File: config.mk
export PLATFORM = sky130hd
export DESIGN_NAME = instruction_fetch_flat
export DESIGN_NICKNAME = d
export VERILOG_FILES = /design/src/rtl/spu_pkg.sv /design/src/rtl/instruction_fetch_if.sv /design/src/rtl/fetch_fifo.sv /design/src/rtl/instruction_fetch.sv /design/src/flat_wrapper.sv
export SDC_FILE = /design/constraint.sdc
export NUM_CORES = 1
export LEC_CHECK = 0
export CAP_MARGIN = 20
export CORE_ASPECT_RATIO = 0.6
export CORE_MARGIN = 1.5
export CORE_UTILIZATION = 35
export CTS_CLUSTER_SIZE = 25
export DETAILED_ROUTE_END_ITERATION = 7
export SYNTH_ARGS = -nofsm -noshare
export SYNTH_HDL_FRONTEND = slang
export SYNTH_HIERARCHICAL = 1
export SYNTH_SLANG_ARGS = --single-unit
File: constraint.sdc
create_clock -name clk -period 4.4 [get_ports clk]
set_input_delay 0.66 -clock clk [delete_from_list [all_inputs] [get_ports clk]]
set_output_delay 0.66 -clock clk [all_outputs]
set_load 0.05 [all_outputs]
File: src/rtl/spu_pkg.sv
// Shared types and constants for the SPU instruction front end.
package spu_pkg;

  localparam int PC_WIDTH   = 15;
  localparam int INST_WIDTH = 32;
  localparam int PAIR_WIDTH = 2 * INST_WIDTH;

  localparam logic [INST_WIDTH-1:0] INST_NOP = 32'hFFFF_FFFF;
  localparam logic [PAIR_WIDTH-1:0] PAIR_NOP = {2{INST_NOP}};

  typedef enum logic [1:0] {IDLE, RUN, REDIRECT} fetch_state_t;

  typedef struct packed {
    logic [PAIR_WIDTH-1:0] pair;
    logic [PC_WIDTH-1:0]   pc;
  } fetch_entry_t;

  function automatic logic [PC_WIDTH-1:0] pair_align(input logic [PC_WIDTH-1:0] addr);
    return {addr[PC_WIDTH-1:3], 3'b000};
  endfunction

endpackage

File: src/rtl/instruction_fetch_if.sv
// Decoder, branch and instruction-memory signals of the fetch unit.
interface instruction_fetch_if;
  import spu_pkg::*;

  // instOut is consumed at a clock edge where instValid=1 and stallIn=0;
  // memData answers a memRdEn exactly one cycle later.
  logic                  stallIn;
  logic                  branchValid;
  logic [PC_WIDTH-1:0]   branchTarget;
  logic                  memRdEn;
  logic [PC_WIDTH-1:0]   memAddr;
  logic [PAIR_WIDTH-1:0] memData;
  logic [PAIR_WIDTH-1:0] instOut;
  logic                  instValid;
  logic [PC_WIDTH-1:0]   pcOut;

  modport master (
    input  stallIn, branchValid, branchTarget, memData,
    output memRdEn, memAddr, instOut, instValid, pcOut
  );

  modport slave (
    output stallIn, branchValid, branchTarget, memData,
    input  memRdEn, memAddr, instOut, instValid, pcOut
  );

endinterface

File: src/rtl/fetch_fifo.sv
// Synchronous FIFO of fetched instruction pairs with flush.
module fetch_fifo
  import spu_pkg::*;
#(
  parameter  int DEPTH = 4,
  localparam int AW    = $clog2(DEPTH),
  localparam int CW    = AW + 1
) (
  input  logic         clk,
  input  logic         reset,
  input  logic         push,
  input  logic         pop,
  input  logic         flush,
  input  fetch_entry_t wr_entry,
  output fetch_entry_t rd_entry,
  output logic [CW-1:0] count,
  output logic         full,
  output logic         empty
);

  fetch_entry_t   mem [DEPTH];
  logic [AW-1:0]  wr_ptr, rd_ptr;
  logic           do_push, do_pop;

  assign full     = (count == CW'(DEPTH));
  assign empty    = (count == '0);
  assign do_push  = push && !full && !flush;
  assign do_pop   = pop && !empty && !flush;
  assign rd_entry = mem[rd_ptr];

  always_ff @(posedge clk) begin
    if (do_push) mem[wr_ptr] <= wr_entry;
  end

  always_ff @(posedge clk or negedge reset) begin
    if (!reset) begin
      wr_ptr <= '0;
      rd_ptr <= '0;
      count  <= '0;
    end else if (flush) begin
      wr_ptr <= '0;
      rd_ptr <= '0;
      count  <= '0;
    end else begin
      if (do_push) wr_ptr <= wr_ptr + AW'(1);
      if (do_pop)  rd_ptr <= rd_ptr + AW'(1);
      case ({do_push, do_pop})
        2'b10:   count <= count + CW'(1);
        2'b01:   count <= count - CW'(1);
        default: count <= count;
      endcase
    end
  end

endmodule

File: src/rtl/instruction_fetch.sv
// Fetch unit: issues pair reads, buffers responses, redirects on branch.
module instruction_fetch
  import spu_pkg::*;
#(
  parameter int fifoDepth = 4
) (
  input  logic                clk,
  input  logic                reset,
  instruction_fetch_if.master bus,
  output fetch_state_t        fsm_state
);

  localparam int CW = $clog2(fifoDepth) + 1;

  fetch_state_t        state, state_nxt;
  logic [PC_WIDTH-1:0] pc, inflight_pc;
  logic                inflight, skip_low;
  logic                branch_take, issue, push, pop, credit_ok;
  logic [CW-1:0]       count;
  logic [CW:0]         used;
  logic                full, empty;
  fetch_entry_t        wr_entry, head;
  logic                unused_target_bits;

  assign branch_take = bus.branchValid && (state != IDLE);
  assign used        = {1'b0, count} + {{CW{1'b0}}, inflight};
  assign credit_ok   = (used < (CW + 1)'(fifoDepth));

  always_comb begin
    state_nxt = state;
    issue     = 1'b0;
    case (state)
      IDLE:     state_nxt = RUN;
      RUN: begin
        issue = credit_ok && !branch_take;
        if (branch_take) state_nxt = REDIRECT;
      end
      REDIRECT: if (!branch_take) state_nxt = RUN;
      default:  state_nxt = IDLE;
    endcase
  end

  // A branch discards the response due this cycle; clearing inflight kills the next one.
  assign push = inflight && !branch_take;
  assign pop  = !empty && !bus.stallIn;

  always_comb begin
    wr_entry      = '0;
    wr_entry.pair = {bus.memData[PAIR_WIDTH-1:INST_WIDTH],
                     skip_low ? INST_NOP : bus.memData[INST_WIDTH-1:0]};
    wr_entry.pc   = inflight_pc;
  end

  always_ff @(posedge clk or negedge reset) begin
    if (!reset) begin
      state       <= IDLE;
      pc          <= '0;
      inflight_pc <= '0;
      inflight    <= 1'b0;
      skip_low    <= 1'b0;
    end else begin
      state    <= state_nxt;
      inflight <= issue;
      if (issue) inflight_pc <= pc;
      if (branch_take) begin
        pc       <= pair_align(bus.branchTarget);
        skip_low <= bus.branchTarget[2];
      end else begin
        if (issue) pc <= pc + PC_WIDTH'(8);
        if (push)  skip_low <= 1'b0;
      end
    end
  end

  fetch_fifo #(.DEPTH(fifoDepth)) u_fifo (
    .clk      (clk),
    .reset    (reset),
    .push     (push),
    .pop      (pop),
    .flush    (branch_take),
    .wr_entry (wr_entry),
    .rd_entry (head),
    .count    (count),
    .full     (full),
    .empty    (empty)
  );

  assign bus.memRdEn   = issue;
  assign bus.memAddr   = pc;
  assign bus.instValid = !empty;
  assign bus.instOut   = empty ? PAIR_NOP : head.pair;
  assign bus.pcOut     = empty ? '0 : head.pc;
  assign fsm_state     = state;

  assign unused_target_bits = ^bus.branchTarget[1:0];

endmodule

File: src/flat_wrapper.sv
// flat-port wrapper written by rule: the top's interface ports become plain ports
module instruction_fetch_flat import spu_pkg::*;
#(
  parameter int fifoDepth = 4
)
  (clk, reset, fsm_state, bus_stallIn, bus_branchValid, bus_branchTarget, bus_memData, bus_memRdEn, bus_memAddr, bus_instOut, bus_instValid, bus_pcOut);
  instruction_fetch_if bus_i ();
  input  logic clk;
  input  logic reset;
  output fetch_state_t fsm_state;
  input wire logic [$bits(bus_i.stallIn)-1:0] bus_stallIn;
  input wire logic [$bits(bus_i.branchValid)-1:0] bus_branchValid;
  input wire logic [$bits(bus_i.branchTarget)-1:0] bus_branchTarget;
  input wire logic [$bits(bus_i.memData)-1:0] bus_memData;
  output wire logic [$bits(bus_i.memRdEn)-1:0] bus_memRdEn;
  output wire logic [$bits(bus_i.memAddr)-1:0] bus_memAddr;
  output wire logic [$bits(bus_i.instOut)-1:0] bus_instOut;
  output wire logic [$bits(bus_i.instValid)-1:0] bus_instValid;
  output wire logic [$bits(bus_i.pcOut)-1:0] bus_pcOut;
  assign bus_i.stallIn = bus_stallIn;
  assign bus_i.branchValid = bus_branchValid;
  assign bus_i.branchTarget = bus_branchTarget;
  assign bus_i.memData = bus_memData;
  assign bus_memRdEn = bus_i.memRdEn;
  assign bus_memAddr = bus_i.memAddr;
  assign bus_instOut = bus_i.instOut;
  assign bus_instValid = bus_i.instValid;
  assign bus_pcOut = bus_i.pcOut;
  instruction_fetch #(.fifoDepth(fifoDepth)) u_core (.clk(clk), .reset(reset), .bus(bus_i), .fsm_state(fsm_state));
endmodule
After elaboration in Yosys (flattened, before gate mapping)
Memories as Yosys holds them, arrays and structs flattened.
Cells that the tools add are included.
{"block": "totals", "reg_bits": 41, "mem_bits_rw": 316, "in_bits": 83, "n_memories": 1}
{"name": "u_core.u_fifo.mem", "depth": 4, "word_bits": 79, "read_ports": 1, "rd_clocked_by_memory_dff": 0, "write_ports": 1, "line": "fetch_fifo.sv:21", "text": "fetch_entry_t mem [DEPTH];"}
{"block": "op_classes", "addsub": 6, "n_lt_le_gt_ge": 1, "eq_ne": 7, "mux": 19, "n_reduce_logical": 21}
{"op": "$mux 64", "count": 1}
{"op": "$mux 15", "count": 3}
{"op": "$mux 32", "count": 1}
{"op": "$add 15x4->15 const B", "count": 1}
{"op": "$mux 2", "count": 6}
{"op": "$reduce_bool 2->1", "count": 5}
{"op": "$logic_and 1x1->1", "count": 8}
{"op": "$pmux 2 s3", "count": 1}
{"op": "$pmux 3 s2", "count": 1}
{"op": "$mux 1", "count": 5}
{"op": "$add 2x1->2 const B", "count": 2}
{"op": "$add 3x1->4", "count": 1}
{"op": "$eq 2x1->1 const B", "count": 2}
{"op": "$eq 2x2->1 const B", "count": 2}
{"op": "$logic_not 1->1", "count": 4}
{"op": "$lt 4x3->1 const B", "count": 1}
{"op": "$add 3x1->3 const B", "count": 1}
{"op": "$eq 3x3->1 const B", "count": 1}
{"op": "$logic_not 3->1", "count": 1}
{"op": "$mux 3", "count": 1}
{"op": "$reduce_bool 3->1", "count": 1}
{"op": "$sub 3x1->3 const B", "count": 1}
{"op": "$logic_not 2->1", "count": 1}
{"op": "$ne 2x1->1 const B", "count": 1}
{"op": "2 further kinds", "count": 2}

Depth between registers and ports, before layout
{"block": "depth", "word_depth": 9, "ltp_mapped": 12}

Hierarchy
The synthesis kept the hierarchy.
{"mod": "fetch_fifo", "n_inst": 1, "cells_per_inst": 477, "area_each_um2": 12036.5, "seq_area_each_um2": 9664.3}
{"mod": "instruction_fetch", "n_inst": 1, "cells_per_inst": 247, "area_each_um2": 2089.5, "seq_area_each_um2": 700.7}

Least setup slack after synthesis
No wires, ideal clock.
{"block": "synth_timing", "path_type": "reg2reg", "from": "reg u_core.state[1], in the netlist u_core/fsm_state[1]", "to": "mem u_core/u_fifo/mem[0][0] (netlist bit) (enable)", "setup_ps": 446, "arrival_time_ps": 3711, "slack_ps": 243, "stages_incl_launch_ff": 8, "path_buffers": 2, "cell_sequence": "dfrtp_1 > o21ai_0 > clkbuf_1 > and2_1 > buf_2 > o21ai_2 > nor2_1 > and2_1"}
{"block": "synth_between", "elab_chain_len": 8}
{"element": "start: declaration", "line": "instruction_fetch.sv:15", "text": "fetch_state_t state, state_nxt;"}
{"element": "start signal: assignment", "line": "instruction_fetch.sv:62", "text": "state <= state_nxt;"}
{"element": "$reduce_bool 2->1", "line": "instruction_fetch.sv:25", "text": "assign branch_take = bus.branchValid && (state != IDLE);"}
{"element": "$logic_and 1x1->1", "line": "instruction_fetch.sv:25"}
{"element": "$logic_not 1->1", "line": "instruction_fetch.sv:44", "text": "assign push = inflight && !branch_take;"}
{"element": "$logic_and 1x1->1", "line": "instruction_fetch.sv:44"}
{"element": "net u_core.push", "line": "instruction_fetch.sv:18", "text": "logic branch_take, issue, push, pop, credit_ok;"}
{"element": "$logic_and 1x1->1 (2 in series)", "line": "fetch_fifo.sv:27", "text": "assign do_push = push && !full && !flush;"}
{"element": "$mux 1", "line": "fetch_fifo.sv:32", "text": "if (do_push) mem[wr_ptr] <= wr_entry;"}
{"element": "$mux 1 (implied by the code)", "line": "fetch_fifo.sv:32"}
{"element": "end: declaration", "line": "fetch_fifo.sv:21"}
The timed path passes the listed nets, and every way through them passes these cells.

==> metrics.txt <==
Synth Warn #=6; Max Clock Skew=9.26 ps; switching portion of total power=between 20% and 30%; DRT Pass-1 Iters=4; hold path endpoint=u_core/u_fifo/mem[0][11]$_DFFE_PP_; Die H=159 um; crit path DAT=between 3000 and 4000 ps; ANT cells=0; vias per cell=around 4.7; fin. max-slew vios=0; non-filler cells in the finished layout=1481; largest net degree at the start of global routing=51; worst rel slew slack=48.2%; pre-CTS setup slack=1000 ps; worst-path cell chain=buf_4, mux4_2, or2_2, clkdlybuf4s50_1; Internal=6.74 mW; outcome=complete, no violations; clock share of power=approximately 31%; unrepaired setup endpoints after global routing=no; Detailed Place HPWL=17700 um; core area=39400 sq um; Final Cell Area=17800 sq um; std cell rows=56; Worst VDD drop=0.276 mV; minimum clock period after layout=3860 ps; Slew @ Worst Pin=774 ps; CTS root buf=clkbuf_16; Final Util=45.0%; worst r2r path cells=9; TritonCTS buffer count=35; critical path fanouts, max=21; final WL=between 20000 and 30000 um; worst reg2reg setup slack=1330 ps; clock tree buffer depth=3; sw power=2.87 mW; clock sink total=351; Hold Violations, Final=0; Initial Util=35.8%; Achievable Freq=259 MHz; count of hold-fix buffers inserted at cts=0; Iter 0 DRT Violations=376; setup TNS=0 ps; clock-pin slew on the worst setup and hold paths=60 ps; hold path depth=0; per-cell routed wire length=a little under 20 um; static leakage=5.68 nW; Layout Nets=a little over 1000; reg2reg start=u_core/u_fifo/count[2]$_DFFE_PN0P_; most frequent cells in the layout=edfxtp_1 (316), clkdlybuf4s50_1 (175), or2_2 (96); most common cell after layout, fill and taps aside=edfxtp_1; startpoint type of the worst setup path=flop; gp weighted congestion=0.774; pwr dens=541 nW/um^2; Avg Cell Area, Syn=19.5 sq um; Crit Path Class=flop to output pin; Global Route Usage Sum=around 14%; Synth Cell Area=14100 sq um; Clk Latency, worst-skew pair=520 ps; combinational fraction of design power=23.3%; WP buf/inv=2; # resized after CTS=0; Seq pwr share=between 40 and 50%; final setup violation count=0; Cells after DPL=1418; # Post-CTS Setup Buffers=0; number of remaining DRC errors=0; Critical Path Max Stage Delay=760 ps; Worst Setup End Kind=output pin; Congestion Overflow GR=0; first-pass GRT wire length=44200 um; Die Width=around 260 um; antenna violations before repair=1; Routed Antenna Nets=0; vias in the first global route=around 7400; H-tree levels=2; number of primary I/O pins=181; Hold WC Path Type=flop to flop; layout cell share with drive strength beyond 1=28.3%; delay-heaviest family, CP=buffers and inverters; Critical-path top delay cell=dfrtp_4; post-placement cell area=16600 sq um; via count=7030; Crit path required time=about 3700 ps; die area=41600 sq um; Port Buffers=175; Max-Cap Viols=0; Hold Crit Start=u_core/inflight_pc[11]$_DFFE_PN0P_; CTS tree=built; area grow syn2layout=25.8%; slack of the critical path=537 ps; crit share post-route=between 80% and 90%; Synth Instances=723; capture point of the worst reg-to-reg path=u_core/u_fifo/count[1]$_DFFE_PN0P_
final cells by class:
cell class	count	area [sq um]
fillers	3416	21700
flip-flops and latches	351	10400
multi-input cells	338	3480
repair buffers	199	2080
clock buffers	43	948
well taps	522	653
clock inverters	20	199
inverters	8	30.0
worst max-delay path by stage:
stage / start / endpoint / slack [ps] / cells past startpoint
2_1_floorplan: u_core/fsm_state[1]$_DFFE_PN0P_ / u_core/u_fifo/mem[0][0]$_DFFE_PP_ / 240 / 7
6_report: u_core/u_fifo/rd_ptr[0]$_DFFE_PN0P_ / bus_instOut[4] / 540 / 4
5_1_grt: u_core/u_fifo/rd_ptr[0]$_DFFE_PN0P_ / bus_instOut[4] / 370 / 4
3_5_place_dp: u_core/u_fifo/rd_ptr[0]$_DFFE_PN0P_ / bus_instOut[4] / 1000 / 4
3_3_place_gp: u_core/u_fifo/rd_ptr[0]$_DFFE_PN0P_ / bus_instOut[4] / 980 / 4
4_1_cts: u_core/u_fifo/rd_ptr[0]$_DFFE_PN0P_ / bus_instOut[4] / 430 / 4
flip-flops by register name, indices dropped and copies added, names as in the netlist:
name and count:
u_core/u_fifo/rd_ptr 2, u_core/inflight_pc 12, u_core/u_fifo/wr_ptr 2, u_core/u_fifo/count 3, u_core/skip_low 1, u_core/fsm_state 2, u_core/inflight 1, u_core/bus.memAddr 12
u_core/u_fifo/mem 316
power by group through the flow:
| stage | Combinational [mW] | Clock (mW) | Sequential [mW] |
|---|---|---|---|
| finish | 2.24 | 3.01 | 4.35 |
| global route | 2.40 | 3.24 | 4.40 |
| CTS | 2.28 | 3.11 | 4.36 |
| detailed placement | 2.27 | 0 | 4.43 |
| global placement | 2.26 | 0 | 4.42 |
| floorplan | 1.26 | 0 | 4.58 |
stage by stage:
step | power (mW) | hold WS (ps)
2_1_floorplan | 5.84 | 364
3_3_place_gp | 6.67 | 504
3_5_place_dp | 6.70 | 506
4_1_cts | 9.75 | 521
5_1_grt | 10.0 | 557
6_report | 9.60 | 518
per-layer routing:
layer | part of all wire [%] | wire (um) | global-route usage, %
met3 | 5.2 | 1520 | 3.36
met1 | 45 | 13100 | 18.9
met5 | 0.038 | 11 | 0
met2 | 48 | 14200 | 23.8
met4 | 1.7 | 498 | 3.82
worst register-to-register path, stage by stage, from the launching register on:
cell and delay (ps):
dfrtp_1 590, nor3_2 80, buf_4 260, nor2_1 650
o21ai_1 240, nor3b_1 300, fa_1 470, o311ai_0 100
a21oi_1 80, o21a_1 180
No activity file was read; power rests on OpenSTA's default activity.
